<file path="src/rtl/jtpopeye_dwnld_ctrl.sv">
// Popeye ROM download sequencer: routes the ioctl byte stream into four
// on-chip ROM/PROM regions and holds the game core in reset meanwhile.
module jtpopeye_dwnld_ctrl #(
    parameter logic [21:0] CPU_END  = 22'h08000,
    parameter logic [21:0] CHAR_END = 22'h08800,
    parameter logic [21:0] OBJ_END  = 22'h10800,
    parameter logic [21:0] PROM_END = 22'h10B20,
    parameter int unsigned SETTLE   = 16
) (
    input  logic        clk,
    input  logic        rst,
    input  logic        downloading,
    input  logic [21:0] ioctl_addr,
    input  logic [7:0]  ioctl_data,
    input  logic        ioctl_wr,
    output logic [16:0] prog_addr,
    output logic [7:0]  prog_data,
    output logic [3:0]  prog_we,
    output logic        game_rst,
    output logic [21:0] byte_cnt,
    output logic [7:0]  csum,
    output logic        err,
    output logic        done
);

    typedef enum logic [1:0] {
        S_IDLE,
        S_LOAD,
        S_SETTLE,
        S_RUN
    } state_t;

    localparam logic [15:0] SETTLE_LD = 16'(SETTLE - 1);
    localparam logic [16:0] CPU_OFS   = CPU_END[16:0];
    localparam logic [16:0] CHAR_OFS  = CHAR_END[16:0];
    localparam logic [16:0] OBJ_OFS   = OBJ_END[16:0];

    state_t      state_q, state_d;
    logic [15:0] cnt_q, cnt_d;
    logic [16:0] prog_addr_q, prog_addr_d;
    logic [7:0]  prog_data_q, prog_data_d;
    logic [3:0]  prog_we_q, prog_we_d;
    logic        game_rst_q, game_rst_d;
    logic [21:0] byte_cnt_q, byte_cnt_d;
    logic [7:0]  csum_q, csum_d;
    logic        err_q, err_d;
    logic        done_q, done_d;

    logic        entry;
    logic        accept;
    logic        in_range;
    logic [3:0]  region;
    logic [16:0] ofs;
    logic [21:0] base_cnt;
    logic [7:0]  base_sum;
    logic        base_err;

    always_ff @(posedge clk or posedge rst) begin
        if (rst) begin
            state_q     <= S_IDLE;
            cnt_q       <= '0;
            prog_addr_q <= '0;
            prog_data_q <= '0;
            prog_we_q   <= '0;
            game_rst_q  <= 1'b1;
            byte_cnt_q  <= '0;
            csum_q      <= '0;
            err_q       <= 1'b0;
            done_q      <= 1'b0;
        end else begin
            state_q     <= state_d;
            cnt_q       <= cnt_d;
            prog_addr_q <= prog_addr_d;
            prog_data_q <= prog_data_d;
            prog_we_q   <= prog_we_d;
            game_rst_q  <= game_rst_d;
            byte_cnt_q  <= byte_cnt_d;
            csum_q      <= csum_d;
            err_q       <= err_d;
            done_q      <= done_d;
        end
    end

    always_comb begin
        state_d = state_q;
        cnt_d   = cnt_q;
        unique case (state_q)
            S_IDLE: begin
                if (downloading) begin
                    state_d = S_LOAD;
                end else begin
                    state_d = S_SETTLE;
                    cnt_d   = SETTLE_LD;
                end
            end
            S_LOAD: begin
                if (!downloading) begin
                    state_d = S_SETTLE;
                    cnt_d   = SETTLE_LD;
                end
            end
            S_SETTLE: begin
                if (downloading) begin
                    state_d = S_LOAD;
                end else if (cnt_q == '0) begin
                    state_d = S_RUN;
                end else begin
                    cnt_d = cnt_q - 16'd1;
                end
            end
            S_RUN: begin
                if (downloading) state_d = S_LOAD;
            end
            default: state_d = S_IDLE;
        endcase
    end

    always_comb begin
        // A rising download clears the stats in the same cycle its first byte lands
        entry  = downloading && (state_q != S_LOAD);
        accept = ioctl_wr && (downloading || state_q == S_LOAD);

        region = 4'b0000;
        ofs    = '0;
        unique case (1'b1)
            (ioctl_addr < CPU_END): begin
                region = 4'b0001;
                ofs    = '0;
            end
            (ioctl_addr >= CPU_END) && (ioctl_addr < CHAR_END): begin
                region = 4'b0010;
                ofs    = CPU_OFS;
            end
            (ioctl_addr >= CHAR_END) && (ioctl_addr < OBJ_END): begin
                region = 4'b0100;
                ofs    = CHAR_OFS;
            end
            (ioctl_addr >= OBJ_END) && (ioctl_addr < PROM_END): begin
                region = 4'b1000;
                ofs    = OBJ_OFS;
            end
            default: begin
                region = 4'b0000;
                ofs    = '0;
            end
        endcase
        in_range = |region;

        base_cnt = entry ? '0 : byte_cnt_q;
        base_sum = entry ? '0 : csum_q;
        base_err = entry ? 1'b0 : err_q;

        prog_we_d   = accept ? region : 4'b0000;
        prog_data_d = accept ? ioctl_data : prog_data_q;
        prog_addr_d = prog_addr_q;
        byte_cnt_d  = base_cnt;
        csum_d      = base_sum;
        err_d       = base_err;

        if (accept) begin
            if (!in_range || ioctl_addr != base_cnt) err_d = 1'b1;
            if (in_range) begin
                prog_addr_d = ioctl_addr[16:0] - ofs;
                byte_cnt_d  = base_cnt + 22'd1;
                csum_d      = base_sum + ioctl_data;
            end
        end

        done_d = entry ? 1'b0 : done_q;
        if (state_q == S_SETTLE && state_d == S_RUN) done_d = ~err_q;

        game_rst_d = (state_d != S_RUN);
    end

    assign prog_addr = prog_addr_q;
    assign prog_data = prog_data_q;
    assign prog_we   = prog_we_q;
    assign game_rst  = game_rst_q;
    assign byte_cnt  = byte_cnt_q;
    assign csum      = csum_q;
    assign err       = err_q;
    assign done      = done_q;

endmodule

</file>
<file path="config.mk">
export PLATFORM = sky130hd
export DESIGN_NAME = jtpopeye_dwnld_ctrl
export DESIGN_NICKNAME = d
export VERILOG_FILES = /design/src/rtl/jtpopeye_dwnld_ctrl.sv
export SDC_FILE = /design/constraint.sdc
export NUM_CORES = 1
export LEC_CHECK = 0
export ABC_AREA = 1
export BUFFER_PORTS_ARGS = -buffer_cell sky130_fd_sc_hd__buf_2
export CORE_MARGIN = 2
export CORE_UTILIZATION = 50
export DETAILED_ROUTE_END_ITERATION = 6
export GPL_TIMING_DRIVEN = 1
export PLACE_DENSITY = 0.79
export SLEW_MARGIN = 20
export SYNTH_ARGS = -nofsm -noshare
export SYNTH_HDL_FRONTEND = slang
export SYNTH_SLANG_ARGS = --single-unit
</file>
<file path="constraint.sdc">
create_clock -name clk -period 3.45 [get_ports clk]
set_clock_uncertainty 0.2 [all_clocks]
set_input_delay 0.345 -clock clk [delete_from_list [all_inputs] [get_ports clk]]
set_output_delay 0.345 -clock clk [all_outputs]
set_load 0.03 [all_outputs]
</file>
# After elaboration in Yosys (flattened, before gate mapping)
# Cells that the tools add are included.
op_classes:
  n_addsub: 4
  order_cmp: 7
  eq_ne: 10
  n_mux: 24
  bitwise_logic: 1
  n_reduce_logical: 17
ops:
  columns: ["operator", "n"]
  rows:
  - ["$mux 22", 3]
  - ["$pmux 17 s3", 1]
  - ["$mux 16", 3]
  - ["$ge 22x16->1 const B", 2]
  - ["$lt 22x16->1 const B", 2]
  - ["$lt 22x17->1 const B", 2]
  - ["$pmux 16 s2", 1]
  - ["$mux 8", 3]
  - ["$add 22x1->22 const B", 1]
  - ["$ge 22x17->1 const B", 1]
  - ["$ne 22x22->1", 1]
  - ["$sub 17x17->17", 1]
  - ["$logic_not 16->1", 1]
  - ["$pmux 4 s4", 1]
  - ["$sub 16x1->16 const B", 1]
  - ["$mux 2", 5]
  - ["$add 8x8->8", 1]
  - ["$ne 2x2->1 const B", 4]
  - ["$pmux 2 s4", 1]
  - ["$eq 2x2->1 const B", 3]
  - ["$logic_and 1x1->1", 6]
  - ["$mux 1", 5]
  - ["$mux 4", 1]
  - ["$reduce_and 4->1", 1]
  - ["other kinds (10)", 12]
totals:
  reg_bits: 80
  inputBits: 34
  out_inout_bits: 62
  elab_cells: 73

# Depth between registers and ports, before layout
depth:
  ltp_word: 8
  ltp_mapped: 18
  depth_no_buf: 18

# Least setup slack after synthesis
# OpenSTA, ideal clock, no wires.
synth_timing:
  path_kind: "reg2reg"
  from: "register state_q[1]"
  to: "register csum_q[6] (netlist: csum[6])"
  setup_time_ns: 0.127
  arrival_time_ns: 2.254
  required_ns: 3.123
  path_slack_ns: 0.870
  path_stages_with_launch: 19
  path_buffers: 2
  cell_sequence: "dfrtp_1 > inv_2 > nand2_4 > nand2_8 > buf_8 > buf_6 > inv_1 > nor2_1 > ha_1 > inv_1 > fa_1 > nand3b_1 > nand2_1 > nand2_1 > nand2_1 > a21oi_1 > xnor2_1 > nand2_1 > o21ai_0"
synth_between:
  elab_chain_len: 6
  elab_cells_between_ends: 9
  classes_between: "add/sub: 1; eq/ne: 2; mux: 3; reduce/logical: 3"
synth_lines:
  columns: ["element", "line", "source"]
  rows:
  - ["start, declared", "38", "state_t state_q, state_d;"]
  - ["start signal, assigned", "71", "state_q <= state_d;"]
  - ["$ne 2x1->1", "120", "entry = downloading && (state_q != S_LOAD);"]
  - ["$logic_and 1x1->1", "120", null]
  - ["$mux 8", "150", "base_sum = entry ? '0 : csum_q;"]
  - ["$add 8x8->8", "165", "csum_d = base_sum + ioctl_data;"]
  - ["$mux 8", "162", "if (in_range) begin"]
  - ["$mux 8 (*)", "160", "if (accept) begin"]
  - ["net csum_d[6]", "45", "logic [7:0] csum_q, csum_d;"]
  - ["end signal, assigned", "78", "csum_q <= csum_d;"]
  - ["end, declared", "45", null]
# Mark *: on every way through the listed nets, which the timed path passes. The rest lies on a longest branch.
# A chain may end at the register's enable or synchronous reset.

# Final worst setup path
# Same ends and word-level chain as after synthesis.

==> flow_metrics.tcl <==
set metrics [dict create \
    nets 836 \
    swShare_pct 30.1 \
    startpoint_type "flop" \
    drt_first_pass_iters 4 \
    dp_hpwl_um 8680 \
    synth_xor_xnor_area_share_pct 4.75 \
    drive_above_1_share_pct 19.3 \
    busiest_layer "met2" \
    async_flop_share_pct 100 \
    final-setup-viol-count 0 \
    grt_use_met3_pct 4.22 \
    r2r_cells 16 \
    outcome "complete, no violations" \
    final_common_cell "nand2_1" \
    internal-power_uw 1560 \
    seq_area_frac_synth_pct 40.3 \
    tns_ns 0 \
    io_buffers 95 \
    n_antenna_cell 0 \
    path_depth 16 \
    power_frac_clock_pct 36.7 \
    grt-ovfl-total 0 \
    crit_path_max_fanout 55 \
    die_y_um 104 \
    die-area_um2 10800 \
    post_drt_wl_per_cell_um 12.9 \
    power_leakage_uw 0.00335 \
    comb_power_share_pct 17.6 \
    synthAdderAreaFrac_pct 3.67 \
    ys_warn_count 0 \
    finalCriticalPeriod_ns 2.80 \
    vias_per_cell 4.99 \
    cts_setup_buffers 0 \
    maxSlewViolCount 0 \
    drt_iter0_drc 309 \
    powerDensity_nw_per_um2 381 \
    io_pins 96 \
    syn_to_final_growth_pct 17.9 \
    htree_levels 3 \
    fp.dieW_um 104 \
    synthSimpleGateAreaFrac_pct 37.0 \
    muxShareOfSynthArea_pct 0 \
    grtUsageTotal_pct 23.2 \
    placementRows 36 \
    cts.sinks 80 \
    cp_cell_sequence "inv_2 > nand2_4 > nand2_8 > inv_1 > nor2_1 > ha_1 > inv_1 > fa_1 > nand3b_1 > nand2_1 > nand2_1 > nand2_1 > a21oi_1 > xnor2_1 > nand2_1 > o21ai_0" \
    synth_fp_nets 734 \
    grt_first_pass_wirelength_um 20400 \
    grt_pass1_vias 4527 \
    numCtsBuffers 9 \
    vias 4621 \
    hold_viol 0 \
    grt_antenna_before_repair 0 \
    cts-root-buf "clkbuf_8" \
    cp_top_family "simple AND/OR/NAND/NOR gates" \
    cap_viol_max_count 0 \
    synth_area_um2 4980 \
    critPathMaxStageDelay_ns 0.44 \
    use_met1_pct 29.1 \
    path_clk_slew_ns 0.08 \
    synth-edff-count 0 \
    grt_max_degree 56 \
    worstMarginPinSlew_ns 0.881 \
    drc_errors 0 \
    gp_routability_congestion 0.907 \
    syn_avg_cell_area_um2 7.25 \
    netlist_instances 686 \
    start_util_pct 51.1 \
    tritoncts "yes" \
    clockBufferDepth 2 \
    ir_worst_vdd_v 0.000205 \
    path_class "reg2reg" \
    cp-end-kind "flop" \
    ant_nets 0 \
    fmax_ghz 0.357 \
    synth_cell_types 42 \
    cp_data_arrival_time_ns 2.86 \
    min_path_cells 3 \
    critPathSlowestCell "dfrtp_1" \
    min_period_over_period_pct 81.1 \
    synth_top_family_by_area "simple AND/OR/NAND/NOR gates" \
    post-route-util_pct 60.3 \
    critPathBufInv 3 \
    clk_latency_ns 0.37 \
    required_ns 3.51 \
    hold_path.class "in2reg" \
    power.total_uw 2230 \
    synth-compound-area-share_pct 5.41 \
    ys_ff_latch 80 \
    netSwitchingPower_uw 672 \
    cpMostUsedCell "nand2_1" \
    routed_wirelength_um 11900 \
    slew_headroom_pct 41.2 \
    final_cell_mix "247 x nand2_1, 95 x buf_2, 80 x inv_1" \
    synthFlopType "dfrtp_1" \
    rsz0062_at_grt "no" \
    core_area_um2 9730 \
    met2_usage_pct 40.5 \
    seqPwrFrac_pct 45.8 \
]
[metrics by stage]
step | hold slack, ns | setup WS (ns) | cells | instance area, um^2
2_1_floorplan | 0.214 | 0.855 | 686 | 4980
3_3_place_gp | 0.256 | 0.800 | 901 | 5540
3_5_place_dp | 0.261 | 0.670 | 901 | 5540
4_1_cts | 0.00142 | 0.636 | 926 | 5860
5_1_grt | 0.0236 | 0.444 | 926 | 5860
6_report | 0.0171 | 0.652 | 926 | 5860
[cells by family (layout without fill, tap and decap cells)]
logic type	after synthesis	in the layout
DFF	80	80
adders and majority gates	14	14
and+or+nand+nor	412	412
AOI/OAI and AO/OA	49	49
xor gates and xnor gates	27	27
buffers and inverters	104	211
[synth_stat cells (2+ instances only)]
master    instances  area (um^2)
ha_1             13          163
inv_1            81          304
nand2_2           3         18.8
clkbuf_1          5         18.8
nand3_1          54          270
xnor2_1          13          114
o21ai_0          35          175
nor3_1            5         25.0
nor2_4            2         22.5
nand2_1         247          927
inv_2             6         22.5
nor2_1           53          199
buf_4             4         30.0
buf_2             4         20.0
nand3b_1         11         82.6
nand2_4           2         22.5
xor2_1           14          123
a21oi_1           8         40.0
or2_2             3         18.8
buf_6             2         22.5
nand3_2           4         40.0
nor2_2           10         62.6
nand4_1          10         62.6
dfrtp_1          79         1980
[state kept, by name, summed over array words and instances (netlist names)]
register,count
state_q,2
prog_we,4
game_rst,1
prog_data,8
csum,8
err,1
done,1
byte_cnt,22
cnt_q,16
prog_addr,17
[worst register-to-register path: cells and delay by family, from the launching register on]
family	cells	cell delay, ns
compound gates	2	0.14
xor+xnor	1	0.12
fa+ha+maj	2	0.59
buf+inv	3	0.27
flops	1	0.44
simple gates	8	0.92
[worst paths after layout]
| check | startpoint | endpoint | slack, ns |
|---|---|---|---|
| min in group asynchronous | rst | state_q[1] | 0.49 |
| worst max register to register | state_q[1] | csum[6] | 0.65 |
| worst min-delay path | ioctl_addr[3] | prog_addr[3] | 0.02 |
| worst min register to register | prog_addr[8] | prog_addr[8] | 0.28 |
| worst max-delay path | state_q[1] | csum[6] | 0.65 |
| max in group asynchronous | rst | prog_we[2] | 1.84 |
[area by class of cell]
type / count / area [um^2]
fillers: 919 / 3860
multi-input cells: 502 / 2530
flip-flops and latches: 80 / 2000
repair buffers: 107 / 588
inverters: 88 / 337
well taps: 133 / 166
clock buffers: 11 / 151
clock inverters: 5 / 87.6
[routing by layer]
layer,vias to the layer above,share of wire (%),wire length [um]
met3,14,5.2,617
li1,2352,-,-
met5,-,0,0
met4,0,1.5,182
met2,112,48,5750
met1,2143,45,5370
[timing repair]
action	CTS	global route
endpoints found under the hold margin	56	0
resized for setup	0	0
hold buffers	9	0
[power by group through the flow]
| stage | clock [uW] | combinational (uW) | sequential, uW |
|---|---|---|---|
| 2_1_floorplan | 0 | 183 | 1120 |
| 3_3_place_gp | 0 | 376 | 1040 |
| 3_5_place_dp | 0 | 384 | 1040 |
| 4_1_cts | 838 | 395 | 1020 |
| 5_1_grt | 879 | 435 | 1030 |
| 6_report | 820 | 393 | 1020 |
(Power assumes the default switching activity.)
